$ cat src/rtl/pkt_w16_pkg.sv
// Shared types and constants for the 16-bit word to 8-bit byte re-serialiser.
package pkt_w16_pkg;

    localparam int WORD_W         = 19;
    localparam int BYTES_PER_WORD = 2;

    localparam int DATA_LSB = 0;
    localparam int DATA_MSB = 15;
    localparam int MTY_BIT  = 16;
    localparam int EOP_BIT  = 17;
    localparam int SOP_BIT  = 18;

    // Field order matches the bit offsets above: sop is bit 18, data is 15:0.
    typedef struct packed {
        logic        sop;
        logic        eop;
        logic        mty;
        logic [15:0] data;
    } word_t;

    function automatic word_t make_word(input logic sop, input logic eop,
                                        input logic mty, input logic [15:0] data);
        word_t w;
        w.sop  = sop;
        w.eop  = eop;
        w.mty  = mty;
        w.data = data;
        return w;
    endfunction

endpackage

$ cat src/rtl/pkt_word_buf.sv
// Small circular word FIFO; the head falls through from the write port when empty
// so a word pushed into an empty buffer can be consumed in the same cycle.
module pkt_word_buf #(
    parameter int DEPTH = 2,
    parameter int AW    = 1,
    parameter int W     = 19
) (
    input  logic          clk,
    input  logic          rst_n,
    input  logic          push,
    input  logic [W-1:0]  push_data,
    input  logic          pop,
    output logic [W-1:0]  head,
    output logic          head_vld,
    output logic [AW:0]   count_next,
    output logic          full
);

    localparam logic [AW:0] CNT_FULL = (AW+1)'(DEPTH);

    logic [W-1:0]  mem_q [DEPTH];
    logic [W-1:0]  mem_d [DEPTH];
    logic [AW-1:0] wr_ptr_q, wr_ptr_d;
    logic [AW-1:0] rd_ptr_q, rd_ptr_d;
    logic [AW:0]   count_q, count_d;
    logic          empty, do_wr, do_rd;

    function automatic logic [AW-1:0] ptr_inc(input logic [AW-1:0] p);
        return (p == AW'(DEPTH-1)) ? '0 : p + 1'b1;
    endfunction

    always_comb begin
        empty    = (count_q == '0);
        full     = (count_q == CNT_FULL);
        // A push that is popped straight off an empty buffer never lands in memory.
        do_rd    = pop && !empty;
        do_wr    = push && !(empty && pop) && (!full || pop);
        mem_d    = mem_q;
        wr_ptr_d = wr_ptr_q;
        rd_ptr_d = rd_ptr_q;
        count_d  = count_q;
        if (do_wr) begin
            mem_d[wr_ptr_q] = push_data;
            wr_ptr_d        = ptr_inc(wr_ptr_q);
        end
        if (do_rd) rd_ptr_d = ptr_inc(rd_ptr_q);
        if (do_wr && !do_rd)      count_d = count_q + 1'b1;
        else if (!do_wr && do_rd) count_d = count_q - 1'b1;
        head       = empty ? push_data : mem_q[rd_ptr_q];
        head_vld   = !empty || push;
        count_next = count_d;
    end

    always_ff @(posedge clk) begin
        if (!rst_n) begin
            for (int i = 0; i < DEPTH; i++) mem_q[i] <= '0;
            wr_ptr_q <= '0;
            rd_ptr_q <= '0;
            count_q  <= '0;
        end else begin
            mem_q    <= mem_d;
            wr_ptr_q <= wr_ptr_d;
            rd_ptr_q <= rd_ptr_d;
            count_q  <= count_d;
        end
    end

endmodule

$ cat src/rtl/pkt_w16_to_b8.sv
// Re-serialises the packer's 16-bit sop/eop/mty word stream into an 8-bit byte
// stream, throttling the upstream through a registered b_rdy.
module pkt_w16_to_b8
    import pkt_w16_pkg::*;
#(
    parameter int BUF_DEPTH = 2,
    parameter int BUF_AW    = 1
) (
    input  logic        clk,
    input  logic        rst_n,
    input  logic [15:0] din,
    input  logic        din_vld,
    input  logic        din_sop,
    input  logic        din_eop,
    input  logic        din_mty,
    output logic        b_rdy,
    output logic [7:0]  dout,
    output logic        dout_vld,
    output logic        dout_sop,
    output logic        dout_eop,
    input  logic        out_rdy,
    output logic        ovf_err
);

    word_t             in_word, head_word;
    logic [WORD_W-1:0] buf_head;
    logic              head_vld, buf_full, pop, load;
    logic [BUF_AW:0]   count_next;

    logic [7:0] dout_q, dout_d;
    logic       dout_vld_q, dout_vld_d;
    logic       dout_sop_q, dout_sop_d;
    logic       dout_eop_q, dout_eop_d;
    logic       byte_sel_q, byte_sel_d;
    logic       b_rdy_q, b_rdy_d;
    logic       ovf_q, ovf_d;

    assign in_word = make_word(din_sop, din_eop, din_mty, din);

    pkt_word_buf #(
        .DEPTH (BUF_DEPTH),
        .AW    (BUF_AW),
        .W     (WORD_W)
    ) u_buf (
        .clk        (clk),
        .rst_n      (rst_n),
        .push       (din_vld),
        .push_data  (in_word),
        .pop        (pop),
        .head       (buf_head),
        .head_vld   (head_vld),
        .count_next (count_next),
        .full       (buf_full)
    );

    always_comb begin
        head_word  = word_t'(buf_head);
        load       = (!dout_vld_q || out_rdy) && head_vld;
        pop        = 1'b0;
        dout_d     = dout_q;
        dout_vld_d = dout_vld_q;
        dout_sop_d = dout_sop_q;
        dout_eop_d = dout_eop_q;
        byte_sel_d = byte_sel_q;
        if (load) begin
            dout_vld_d = 1'b1;
            if (!byte_sel_q && head_word.eop && head_word.mty) begin
                // Odd-length tail: only the upper byte exists.
                dout_d     = head_word.data[15:8];
                dout_sop_d = head_word.sop;
                dout_eop_d = 1'b1;
                pop        = 1'b1;
            end else if (!byte_sel_q) begin
                dout_d     = head_word.data[7:0];
                dout_sop_d = head_word.sop;
                dout_eop_d = 1'b0;
                byte_sel_d = 1'b1;
            end else begin
                dout_d     = head_word.data[15:8];
                dout_sop_d = 1'b0;
                dout_eop_d = head_word.eop;
                byte_sel_d = 1'b0;
                pop        = 1'b1;
            end
        end else if (out_rdy) begin
            dout_d     = '0;
            dout_vld_d = 1'b0;
            dout_sop_d = 1'b0;
            dout_eop_d = 1'b0;
        end
        ovf_d   = ovf_q || (din_vld && buf_full && !pop);
        b_rdy_d = (count_next == '0);
    end

    always_ff @(posedge clk) begin
        if (!rst_n) begin
            dout_q     <= '0;
            dout_vld_q <= 1'b0;
            dout_sop_q <= 1'b0;
            dout_eop_q <= 1'b0;
            byte_sel_q <= 1'b0;
            b_rdy_q    <= 1'b1;
            ovf_q      <= 1'b0;
        end else begin
            dout_q     <= dout_d;
            dout_vld_q <= dout_vld_d;
            dout_sop_q <= dout_sop_d;
            dout_eop_q <= dout_eop_d;
            byte_sel_q <= byte_sel_d;
            b_rdy_q    <= b_rdy_d;
            ovf_q      <= ovf_d;
        end
    end

    assign dout     = dout_q;
    assign dout_vld = dout_vld_q;
    assign dout_sop = dout_sop_q;
    assign dout_eop = dout_eop_q;
    assign b_rdy    = b_rdy_q;
    assign ovf_err  = ovf_q;

endmodule

$ cat config.mk
export PLATFORM = sky130hd
export DESIGN_NAME = pkt_w16_to_b8
export DESIGN_NICKNAME = d
export VERILOG_FILES = /design/src/rtl/pkt_w16_pkg.sv /design/src/rtl/pkt_word_buf.sv /design/src/rtl/pkt_w16_to_b8.sv
export SDC_FILE = /design/constraint.sdc
export NUM_CORES = 1
export LEC_CHECK = 0
export ABC_AREA = 0
export ABC_CLOCK_PERIOD_IN_PS = 2450
export BUFFER_PORTS_ARGS = -buffer_cell sky130_fd_sc_hd__buf_2
export CAP_MARGIN = 15
export CORE_MARGIN = 4
export CORE_UTILIZATION = 45
export DETAILED_ROUTE_END_ITERATION = 8
export SLEW_MARGIN = 20
export SYNTH_ARGS = -nofsm -noshare
export SYNTH_HDL_FRONTEND = slang
export SYNTH_SLANG_ARGS = --single-unit
$ cat constraint.sdc
create_clock -name clk -period 2.45 [get_ports clk]
set_clock_uncertainty 0.05 [all_clocks]
set_input_delay 0.6125 -clock clk [delete_from_list [all_inputs] [get_ports clk]]
set_output_delay 0.6125 -clock clk [all_outputs]
set_load 0.05 [all_outputs]
======== After elaboration in Yosys (flattened, before gate mapping) ========
Index checks and enable logic that the tools add are counted.
storage, ports and cells
  word-level logic and storage cells ...... 78
  register bits ........................... 56
  output and inout bits ................... 13
cells by class
  multiplexer cells ....................... 27
  reductions and logical operators ........ 28
  bitwise gates (word level) .............. 3
  order comparisons ....................... 3
  equal/unequal tests ..................... 1
  $add $sub $neg .......................... 4
operators with widths
  operator             count
  $mux 19              5
  $bwmux 38            1
  $mux 8               4
  $demux 19 s1         1
  $mux 1               14
  $logic_and 1x1->1    12
  $logic_not 1->1      8
  $ge 2x2->1 const B   2
  $logic_not 2->1      2
  $logic_or 1x1->1     4
  $mux 2               2
  $not 1->2            2
  $add 1x1->1 const B  2
  $add 2x1->2 const B  1
  $eq 2x2->1 const B   1
  $lt 2x1->1 const B   1
  $reduce_and 2->1     1
  $reduce_bool 2->1    1
  $sub 2x1->2 const B  1
  $not 1->1            1

======== Longest topological paths before layout ========
  depth in word-level cells ............... 18
  mapped depth ............................ 9
  gate-level depth less buffers ........... 7

======== Cells and area by module ========
A second synthesis with hierarchy kept.
unflattened totals
  cell total of the unflattened synthesis .. 327
  area total of the unflattened synthesis .. 2939.1 um^2
modules (own cells, without submodules)
  module         cells each  times used  area an instance (um^2)
  pkt_word_buf   244         1           2112.0
  pkt_w16_to_b8  83          1           827.0

======== Least setup slack after synthesis ========
No wires, ideal clock.
  kind .................................... reg2reg
  start point ............................. reg u_buf.count_q[0]
  end point ............................... reg u_buf.mem_q[10] (netlist name)
  data arrival time ....................... 1.949 ns
  slack ................................... 0.379 ns
  clock period less this slack ............ 2.071 ns
  library setup time ...................... 0.072 ns
  stages on the path, launching flop included .. 10
  data required time ...................... 2.328 ns
  cells stage by stage .................... dfxtp_1 -> inv_1 -> ha_1 -> a31o_2 -> buf_2 -> a21oi_1 -> a21oi_4 -> nor2_8 -> buf_8 -> mux2i_1
on the way
  word-level cells in the longest chain between the ends .. 10
  elaborated cells between the ends (all ways) .. 16
RTL lines
  what                             line                 source
  start, declared                  pkt_word_buf.sv:25   logic [AW:0] count_q, count_d;
  start signal, assigned           pkt_word_buf.sv:64   count_q <= count_d;
  $logic_not 2->1                  pkt_word_buf.sv:33   empty = (count_q == '0);
  $mux 19                          pkt_word_buf.sv:49   head = empty ? push_data : mem_q[rd_ptr_q];
  $logic_and 1x1->1 (2 in series)  pkt_w16_to_b8.sv:67  if (!byte_sel_q && head_word.eop && head_word.mty) begin
  $mux 1                           pkt_w16_to_b8.sv:67
  $mux 1                           pkt_w16_to_b8.sv:65  if (load) begin
  $logic_and 1x1->1                pkt_word_buf.sv:37   do_wr = push && !(empty && pop) && (!full || pop);
  $logic_not 1->1                  pkt_word_buf.sv:37
  $logic_and 1x1->1                pkt_word_buf.sv:37
  $logic_and 1x1->1 (*)            pkt_word_buf.sv:37
  end signal, assigned             pkt_word_buf.sv:61   mem_q <= mem_d;
  end, declared                    pkt_word_buf.sv:21   logic [W-1:0] mem_q [DEPTH];
Mark *: on every way between the ends. The rest lies on a longest branch, timed or not.
A chain may end at the register's enable or synchronous reset.

======== Worst setup path in the final report ========
  start point ............................. reg u_buf.count_q[0]
  end point ............................... reg u_buf.count_q[1]
on the way
  word-level cells in the longest chain between the ends .. 14
  elaborated cells between the ends (all ways) .. 25
RTL lines
  what                             line                 source
  $logic_not 2->1                  pkt_word_buf.sv:33
  $mux 19                          pkt_word_buf.sv:49
  $logic_and 1x1->1 (2 in series)  pkt_w16_to_b8.sv:67
  $mux 1                           pkt_w16_to_b8.sv:67
  $mux 1                           pkt_w16_to_b8.sv:65
  $logic_and 1x1->1                pkt_word_buf.sv:37
  $logic_not 1->1                  pkt_word_buf.sv:37
  $logic_and 1x1->1 (2 in series)  pkt_word_buf.sv:37
  $logic_not 1->1                  pkt_word_buf.sv:48   else if (!do_wr && do_rd) count_d = count_q - 1'b1;
  $logic_and 1x1->1                pkt_word_buf.sv:48
  $mux 2                           pkt_word_buf.sv:48
  $mux 2 (*)                       pkt_word_buf.sv:47   if (do_wr && !do_rd) count_d = count_q + 1'b1;
Marks and branches as above.

==> qor.yml <==
cts_resized: 0
grt_antenna_before_repair: 0
critPathKind: "flop to flop"
root_buffer: "clkbuf_8"
peakVddDrop_uv: 472
end_kind: "flop"
viasPerCell: 5.24
ys_warn_count: 0
cts.clk_slew.worst_paths_ns: 0.10
row_count: 28
drv_cap: 0
path_buf_inv: 1
dpl.hpwl_um: 4470
rsz0062_at_grt: "false"
avgSynthCellArea_um2: 9.08
synth_ff_type: "dfxtp_1"
max_stage_delay_ns: 0.36
synth_fp_nets: 324
ys_types: 42
initial_utilization_pct: 46.1
cpMaxStageDelayCell: "dfxtp_1"
final_common_cell: "nand2_1"
ant_nets: 0
arrival_ns: 2.37
setup_viol: 0
hold_buffers: 0
gp_congestion: 0.889
min_period_over_period_pct: 90.8
portBuffers: 35
power_per_cell_area_mw_per_mm2: 965
crit_chain: "inv_1 > ha_1 > a31oi_4 > nand3_4 > a211o_1 > a221oi_1 > a311oi_1"
netlist_area_mm2: 0.00271
die_x_um: 85.7
cts_buffers: 5
postPlaceCellArea_mm2: 0.00303
grt_overflow: 0
clk_path_buf_depth: 2
nets: 362
timing.setup.tns_ns: 0
design_area_mm2: 0.00312
required_ns: 2.59
drt_wl_total_um: 6240
fmax_ghz: 0.449
fin_util_pct: 53.1
antenna_cells: 0
async_reset_ff_share_pct: 0
die_y_um: 85.7
cts_tree: "built"
drive_above_1_share_pct: 21.0
synthCells: 299
postCtsSetupBuffers: 0
routedWlPerCell_um: 15.1
cts_max_level: 2
grt_max_degree: 40
hold_violations: 0
grt_first_pass_wirelength_um: 10400
min_path_type: "flop to flop"
critical-path-top-delay-family: "compound AO/OA/AOI/OAI gates"
pin_count: 36
grt_pass1_vias: 2129
coreArea_mm2: 0.00589
synth_seq_area_share_pct: 41.3
tightest_slew_ns: 0.396
drt_iter0_drc: 122
die_area_mm2: 0.00734
area_delta_synth_final_pct: 15.1
report.final.slew_viol_count: 0
slew_headroom_pct: 73.6
finalCriticalPeriod_ns: 2.22
path_max_fanout: 10
first_pass_iters: 4
status: "finished clean"
cts_sinks: 56
worstSetupStartpointType: "flop"
insertion_delay_ns: 0.31
ys_ff_latch: 56
synth_edf_count: 0
power.leakage_nw: 1.23
layout_common_cells: "nand2_1 (80), dfxtp_1 (56), mux2i_1 (55)"
drc: 0
dr_total_vias: 2166
gr-usage-all-layers_pct: 17.7
[kinds of logic (layout without fill, tap and decap cells)]
| group | after synthesis | after routing | synth area share (%) |
|---|---|---|---|
| xor gates and xnor gates | 1 | 1 | 0.323 |
| and+or+nand+nor | 119 | 119 | 20.1 |
| DFF | 56 | 56 | 41.3 |
| muxes | 61 | 61 | 22.8 |
| AOI/OAI and AO/OA | 36 | 36 | 10.3 |
| buffers and inverters | 24 | 63 | 4.24 |
| adders and majority gates | 2 | 2 | 0.922 |
[flip-flops by register name, summed over array words and instances (netlist names)]
name and cells:
u_buf.mem_q 38, dout 8, u_buf.count_q 2, b_rdy 1
byte_sel_q 1, dout_eop 1, dout_sop 1, dout_vld 1
ovf_err 1, u_buf.rd_ptr_q 1, u_buf.wr_ptr_q 1
[path summary, 6_finish.rpt]
kind	start	end	slack, ns	depth (start not counted)
setup / recovery	u_buf.count_q[0]	u_buf.count_q[1]	0.23	7
hold / removal	dout[0]	dout[0]	0.39	2
setup reg to reg	u_buf.count_q[0]	u_buf.count_q[1]	0.23	7
hold reg to reg	dout[0]	dout[0]	0.39	2
[worst register-to-register path, delay by kind of cell (launching register included)]
family	cells	cell delay [ns]
compound gates	4	1.10
fa+ha+maj	1	0.33
buf+inv	1	0.09
simple gates	1	0.18
flops	1	0.36
[cell type report]
| cell class | count | area (um2) |
|---|---|---|
| fill | 571 | 2760 |
| multi-input combinational | 219 | 1480 |
| sequential | 56 | 1120 |
| timing repair buffer | 49 | 305 |
| tap | 75 | 93.8 |
| clock buffer | 6 | 82.6 |
| inverter | 6 | 22.5 |
| clock inverter | 2 | 15.0 |
[report_power, final]
| group | internal [mW] | total, mW | leakage, nW | switching (mW) |
|---|---|---|---|---|
| clock network | 0.230 | 0.539 | 0.0434 | 0.309 |
| logic | 0.502 | 1.29 | 0.732 | 0.789 |
| registers | 1.08 | 1.18 | 0.458 | 0.105 |
| total | 1.81 | 3.01 | 1.23 | 1.20 |
[cells in the mapped netlist, types with 3 or more instances]
library cell | number | share of area [%]
buf_2 | 5 | 0.92
mux2i_1 | 55 | 20
nand3_1 | 8 | 1.5
clkbuf_1 | 10 | 1.4
a21oi_1 | 11 | 2.0
mux2_2 | 6 | 2.5
inv_1 | 5 | 0.69
nor2_1 | 11 | 1.5
o221ai_1 | 5 | 1.6
nand4_1 | 3 | 0.69
nor3_1 | 3 | 0.55
o21a_1 | 3 | 0.83
o21ai_0 | 4 | 0.74
dfxtp_1 | 56 | 41
nand2_1 | 80 | 11
[per-stage QoR]
step | setup WS, ns | power, mW | std cells | hold slack, ns
2_1_floorplan | 0.379 | 2.16 | 299 | 0.381
3_3_place_gp | 0.283 | 2.50 | 405 | 0.372
3_5_place_dp | 0.222 | 2.51 | 405 | 0.374
4_1_cts | 0.218 | 3.05 | 413 | 0.390
5_1_grt | 0.0989 | 3.20 | 413 | 0.424
6_report | 0.225 | 3.01 | 413 | 0.387
[routing by layer]
layer  global-route usage (%)  up-vias  share of wire (%)
met2                     28.5       37                 46
met1                     24.0     1005                 49
met5                        0        -                  0
met3                     3.84        6                3.6
li1                         -     1118                  -
met4                     4.75        0                1.1
No activity file was read; power rests on OpenSTA's default activity.
